**config.mk**
```make
export PLATFORM = sky130hd
export DESIGN_NAME = calc_input_fsm
export DESIGN_NICKNAME = d
export VERILOG_FILES = /design/src/rtl/calc_input_fsm.sv
export SDC_FILE = /design/constraint.sdc
export NUM_CORES = 1
export LEC_CHECK = 0
export BUFFER_PORTS_ARGS = -buffer_cell sky130_fd_sc_hd__buf_2
export CAP_MARGIN = 20
export CORE_MARGIN = 2
export CORE_UTILIZATION = 40
export DETAILED_ROUTE_END_ITERATION = 10
export GPL_ROUTABILITY_DRIVEN = 0
export SKIP_LAST_GASP = 1
export SYNTH_ARGS = -nofsm -noshare
export SYNTH_HDL_FRONTEND = slang
export SYNTH_SLANG_ARGS = --single-unit
```
**constraint.sdc**
```tcl
create_clock -name CLK -period 1.6 [get_ports CLK]
set_input_delay 0.24 -clock CLK [delete_from_list [all_inputs] [get_ports CLK]]
set_output_delay 0.24 -clock CLK [all_outputs]
set_load 0.02 [all_outputs]
```
**src/rtl/calc_input_fsm.sv**
```systemverilog
// rtl/calc_input_fsm.sv - debounced ENTER/UNDO buttons driving the calculator capture-step FSM

// Per-button front end: 2-flop synchronizer, debouncer, rising-edge pulse.
module calc_input_debounce #(
  parameter logic [15:0] DB_CYCLES = 16'd50000
) (
  input  logic clk,
  input  logic reset,
  input  logic btn,
  output logic pulse
);

  logic        sync1;
  logic        sync2;
  logic        level;
  logic        level_d;
  logic [15:0] count;

  // Synchronize the raw button, debounce it and emit one pulse per accepted press.
  always_ff @(posedge clk) begin
    if (reset) begin
      sync1   <= 1'b0;
      sync2   <= 1'b0;
      level   <= 1'b0;
      level_d <= 1'b0;
      count   <= 16'd0;
      pulse   <= 1'b0;
    end else begin
      sync1 <= btn;
      sync2 <= sync1;
      if (sync2 == level) begin
        count <= 16'd0;
      end else if (count == DB_CYCLES - 16'd1) begin
        // Enough consecutive disagreeing samples: accept the new level.
        level <= ~level;
        count <= 16'd0;
      end else begin
        count <= count + 16'd1;
      end
      level_d <= level;
      // Only a press (0->1 of the debounced level) is reported; release is silent.
      pulse   <= level & ~level_d;
    end
  end

endmodule

// Capture-step FSM for the operand/operation register.
module calc_input_fsm #(
  parameter logic [15:0] DB_CYCLES = 16'd50000
) (
  input  logic       CLK,
  input  logic       RESET,
  input  logic       BTN_ENTER,
  input  logic       BTN_UNDO,
  output logic [1:0] STATE,
  output logic [3:0] STATE_ONEHOT,
  output logic       ENTER_PULSE,
  output logic       UNDO_PULSE,
  output logic       CALC_DONE
);

  typedef enum logic [1:0] {
    ST_A      = 2'd0,
    ST_B      = 2'd1,
    ST_OP     = 2'd2,
    ST_RESULT = 2'd3
  } state_t;

  state_t     state_q;
  state_t     state_n;
  logic [3:0] onehot_q;
  logic       done_q;

  calc_input_debounce #(.DB_CYCLES(DB_CYCLES)) u_enter (
    .clk   (CLK),
    .reset (RESET),
    .btn   (BTN_ENTER),
    .pulse (ENTER_PULSE)
  );

  calc_input_debounce #(.DB_CYCLES(DB_CYCLES)) u_undo (
    .clk   (CLK),
    .reset (RESET),
    .btn   (BTN_UNDO),
    .pulse (UNDO_PULSE)
  );

  // Next step: ENTER advances (wrapping), UNDO retreats (saturating), both together hold.
  always_comb begin
    state_n = state_q;
    if (ENTER_PULSE && !UNDO_PULSE) begin
      case (state_q)
        ST_A:      state_n = ST_B;
        ST_B:      state_n = ST_OP;
        ST_OP:     state_n = ST_RESULT;
        ST_RESULT: state_n = ST_A;
        default:   state_n = ST_A;
      endcase
    end else if (UNDO_PULSE && !ENTER_PULSE) begin
      case (state_q)
        ST_A:      state_n = ST_A;
        ST_B:      state_n = ST_A;
        ST_OP:     state_n = ST_B;
        ST_RESULT: state_n = ST_OP;
        default:   state_n = ST_A;
      endcase
    end
  end

  // State and its decoded copies are registered together so they never disagree.
  always_ff @(posedge CLK) begin
    if (RESET) begin
      state_q  <= ST_A;
      onehot_q <= 4'b0001;
      done_q   <= 1'b0;
    end else begin
      state_q  <= state_n;
      onehot_q <= 4'b0001 << state_n;
      done_q   <= (state_n == ST_RESULT);
    end
  end

  assign STATE        = state_q;
  assign STATE_ONEHOT = onehot_q;
  assign CALC_DONE    = done_q;

endmodule

```
# Word level (Yosys, flattened, before mapping)
# Index checks and enable logic that the tools add are counted.
[word_totals]
ff_bits = 49
input_bits = 4
out_inout_bits = 9
word_cells = 48
[classes]
add_sub_neg = 2
n_eq_ne = 8
shift = 1
muxes = 4
bitwise_logic = 8
reduce_logical = 10
[op_table]
columns = ["op", "n"]
rows = [
  ["$add 16x1->16 const B", 2],
  ["$eq 16x16->1 const B", 2],
  ["$pmux 2 s4", 1],
  ["$eq 2x2->1 const B", 3],
  ["$not 1->1", 6],
  ["$pmux 2 s3", 1],
  ["$reduce_or 3->1", 2],
  ["$mux 2", 2],
  ["$reduce_and 2->1", 2],
  ["$shl 1x2->4 const A", 1],
  ["$and 1x1->1", 2],
  ["$eq 1x1->1", 2],
  ["$eq 2x1->1 const B", 1],
  ["$logic_and 1x1->1", 2],
  ["$logic_not 1->1", 2],
  ["$logic_not 2->1", 1],
  ["$reduce_or 2->1", 1],
]

# Longest topological paths before layout
[depth]
depth_word = 6
depth_mapped = 6
depth_no_buf = 6

# Cells and area by module
# A second synthesis with hierarchy kept.
[hier_totals]
cells_unflattened = 224
hier_area_um2 = 2150.8
[by_module_without_submodules]
columns = ["mod", "n_inst", "cells_each", "area_per_inst_um2", "seq_area_each_um2"]
rows = [
  ["calc_input_debounce", 2, 94, 877.1, 420.4],
  ["calc_input_fsm", 1, 36, 396.6, 140.1],
]

# Worst setup path before layout
# OpenSTA, ideal clock, no wires.
[synth_timing]
kind = "register to register"
from = "reg u_undo.count[11]"
to = "reg u_undo.count[4]"
setup_ps = 115
arrival_time_ps = 1618
required_ps = 1485
slack_ps = -133
stages_incl_launch_ff = 6
n_path_buf = 1
period_less_slack_ps = 1733
cell_sequence = "dfxtp_1 -> or4b_1 -> or4_4 -> nand2_4 -> buf_12 -> nor2_2"
[synth_between]
elab_chain_len = 2
[synth_lines]
columns = ["element", "line_no", "source"]
rows = [
  ["start: declaration", "17", "logic [15:0] count;"],
  ["start signal: assignment", "38", "count <= count + 16'd1;"],
  ["$eq 16x16->1", "33", "end else if (count == DB_CYCLES - 16'd1) begin"],
  ["$reduce_or 3->1 (no line)", "-", ""],
]
# No other way between the ends.
# A chain may end at the register's enable or synchronous reset.

# Final worst setup path
[layout_timing]
from = "reg u_undo.count[4]"
to = "reg u_undo.count[9]"
[layout_between]
elab_chain_len = 2
elab_cells_between_ends = 3
cone_classes = "add/sub (1); eq/ne (1); reduce/logical (1)"
[layout_lines]
columns = ["element"]
rows = [
  ["parallel branches: the longest is 2 deep, another holds $add 16x1->16"],
]
# Several ways; the timed one is not identified.

==> flow_summary.ini <==
[status]
status = complete, but fails checks
violations = setup timing

[clock_tree]
clk_pin_slew_ps = 80
clk-insertion-delay-late_ps = 300
cts_root_buffer = clkbuf_8
clockBufferDepth = 2
h-tree-depth = 2
cts_sinks = 49
cts_hold_buffers = 0
tritoncts = built
numCtsBuffers = 5

[sta]
drv_slew = 0
fmax_ghz = 0.5855
finalCriticalPeriod_ps = 1708
skew_ps = 6.481
worstMarginPinSlew_ps = 431.2
hold_viol = 0
period_share = 1.068
setup_slack_ps = -108.0
setup_viol = 16
rsz0062_at_grt = true
relSlewSlack = 0.7099
fin_hold_ws_ps = 151.2

[critical_path]
cp_data_required_time_ps = 1790
reg2reg_slack_ps = -110
r2r-start = u_undo.count[4]
r2r_end = u_undo.count[9]
worstSetupPathType = reg -> reg
cp-start-kind = flip-flop
arrival_ps = 1900
path_max_fanout = 14
r2r_cells = 4
cp-end-kind = flip-flop

[routing]
routed_via_density = 4.661
routed_wl_mm = 3.478
drt_first_pass_iters = 4
drtIter0Drc = 37
wl_per_cell_um = 10.80
num_vias = 1501
drc_errors = 0
drtAntennaViolNets = 0

[grt]
grt_usage = 0.1341
grt_pass1_wl_mm = 5.782
met1_usage = 0.1770
grt_pass1_vias = 1322
top_usage_layer = met2
use_met3 = 0.03968
globalRouteMet2Util = 0.2029
grt_max_degree = 16
antenna_found_initial = 0
grt_overflow = 0

[final_layout]
final_cells = 322
final_cell_mix = dfxtp_1, xnor2_1, nor2_1
layout_commonest_cell = dfxtp_1
drive_gt1_frac = 0.2421
synthToLayoutAreaGrowth_pct = 20.50
final_nets = 261
diodes = 0
fillers = 470

[floorplan]
placementRows = 26
core_sq_um = 5042
io_pins = 13
die_h_um = 75.60
start_util = 0.4067
die_area_sq_um = 5715
die-width_um = 75.60

[logic_synthesis]
synth-seq-cells = 49
syn_area_sq_um = 2051
ys_warn_count = 0
synth_cell_type_count = 29
syn_avg_cell_area_sq_um = 9.628
yosysSeqAreaShare = 0.4783
synth_fp_nets = 223
syn-instance-count = 213

[min_path]
whs_path_depth = 2
hold_class = in -> reg
hp-start = BTN_ENTER
holdPathEnd = u_enter.sync1

[place]
dp_hpwl_mm = 2.501
place_inst = 313
port_buffers = 12

[power_and_ir_drop]
ir_worst_vdd_uv = 377.5
total_leakage_power_uw = 0.0008267
p_total_uw = 2028
power_density_nw_per_um2 = 820.8

[run]
cap_violations = 0
-- flip-flops by register name, indices dropped and copies added, names as in the netlist --
name and count:
CALC_DONE 1, u_undo.level 1, u_enter.pulse 1, u_enter.count 16, u_enter.level 1, u_undo.pulse 1, u_enter.sync1 1, u_undo.count 16
u_enter.sync2 1, u_undo.sync2 1, u_undo.sync1 1, STATE_ONEHOT 4, u_undo.level_d 1, STATE 2, u_enter.level_d 1
-- cell families (layout without fill, tap and decap cells) --
logic type / Yosys count / in the layout / synth area share
simple gates: 107 / 107 / 0.2868
flops: 49 / 49 / 0.4783
compound gates: 4 / 4 / 0.01587
xor+xnor: 30 / 30 / 0.1281
buf+inv: 12 / 51 / 0.02990
mux: 5 / 5 / 0.02441
fa+ha+maj: 6 / 6 / 0.03661
-- power by group --
group	leakage (uW)	switching (uW)	internal (uW)
clock	0.0000542	381	391
sequential	0.000397	2.91	1220
combinational	0.000376	17.8	11.3
total	0.000827	402	1630
-- what timing repair did --
action | 4_1_cts | 5_1_grt
pin swaps | 0 | 1
setup buffers | 0 | 1
gates resized for setup | 1 | 4
setup endpoints to repair | 16 | 33
-- per-layer routing --
layer / wire length [um] / up-vias / share of wire
met5: 0 / - / 0
met4: 76 / 0 / 0.022
met3: 109 / 7 / 0.031
met2: 1494 / 20 / 0.43
met1: 1798 / 679 / 0.52
li1: - / 795 / -
-- worst max path at each step --
stage,startpoint,end,slack (ps),depth (start not counted)
3_3_place_gp,u_undo.count[4],u_undo.count[9],-130,4
2_1_floorplan,u_undo.count[4],u_undo.count[4],-120,5
4_1_cts,u_undo.count[4],u_undo.level,-120,4
5_1_grt,u_undo.count[4],u_undo.level,-180,4
3_5_place_dp,u_undo.count[4],u_undo.count[9],-160,4
6_report,u_undo.count[4],u_undo.count[9],-110,4
-- Yosys cell counts --
cell type  instances  area share
a211oi_1           1      0.0037
a311oi_1           1      0.0043
a31o_2             1      0.0043
and2_1             1      0.0031
and3_1             2      0.0061
and3_2             1      0.0037
buf_12             1      0.0098
clkbuf_1           2      0.0037
dfxtp_1           49        0.48
ha_1               6       0.037
inv_1              9       0.016
mux2i_1            5       0.024
nand2_1            7       0.013
nand2_4            1      0.0055
nand3_1           10       0.024
nand4_1            9       0.027
nand4b_1           1      0.0043
nor2_1            27       0.049
nor2_2            10       0.031
nor2b_1           12       0.037
nor3_1            12       0.029
nor4_1             8       0.024
nor4b_1            1      0.0043
nor4bb_1           2      0.0098
o21bai_1           1      0.0037
or4_4              1      0.0055
or4b_1             2      0.0098
xnor2_1           27        0.12
xor2_1             3       0.013
-- through the flow --
stage               instance area [sq um]    util  TNS, ps  setup slack [ps]
finish                               2471  0.4901    -1350            -108.0
global route                         2471  0.4901    -2362            -178.2
CTS                                  2441  0.4841    -1618            -123.9
detailed placement                   2331  0.4623    -1949            -155.5
global placement                     2331  0.4623    -1599            -127.7
floorplan                            2053       -    -1264            -116.3
-- layout make-up --
cell class	instances	area [sq um]	area share
timing repair buffer	34	225.2	0.09114
inverter	9	33.78	0.01367
sequential	49	983.4	0.3980
tap	70	87.58	0.03544
clock buffer	7	96.34	0.03899
clock inverter	1	5.005	0.002025
multi-input combinational	152	1040	0.4208
-- critical path, cell delays in order, from the launching register on --
cell and delay (ps):
dfxtp_2 320, or4b_1 510, or4_4 550, nand2_8 160, nor2_1 70
No activity file was read; power rests on OpenSTA's default activity.
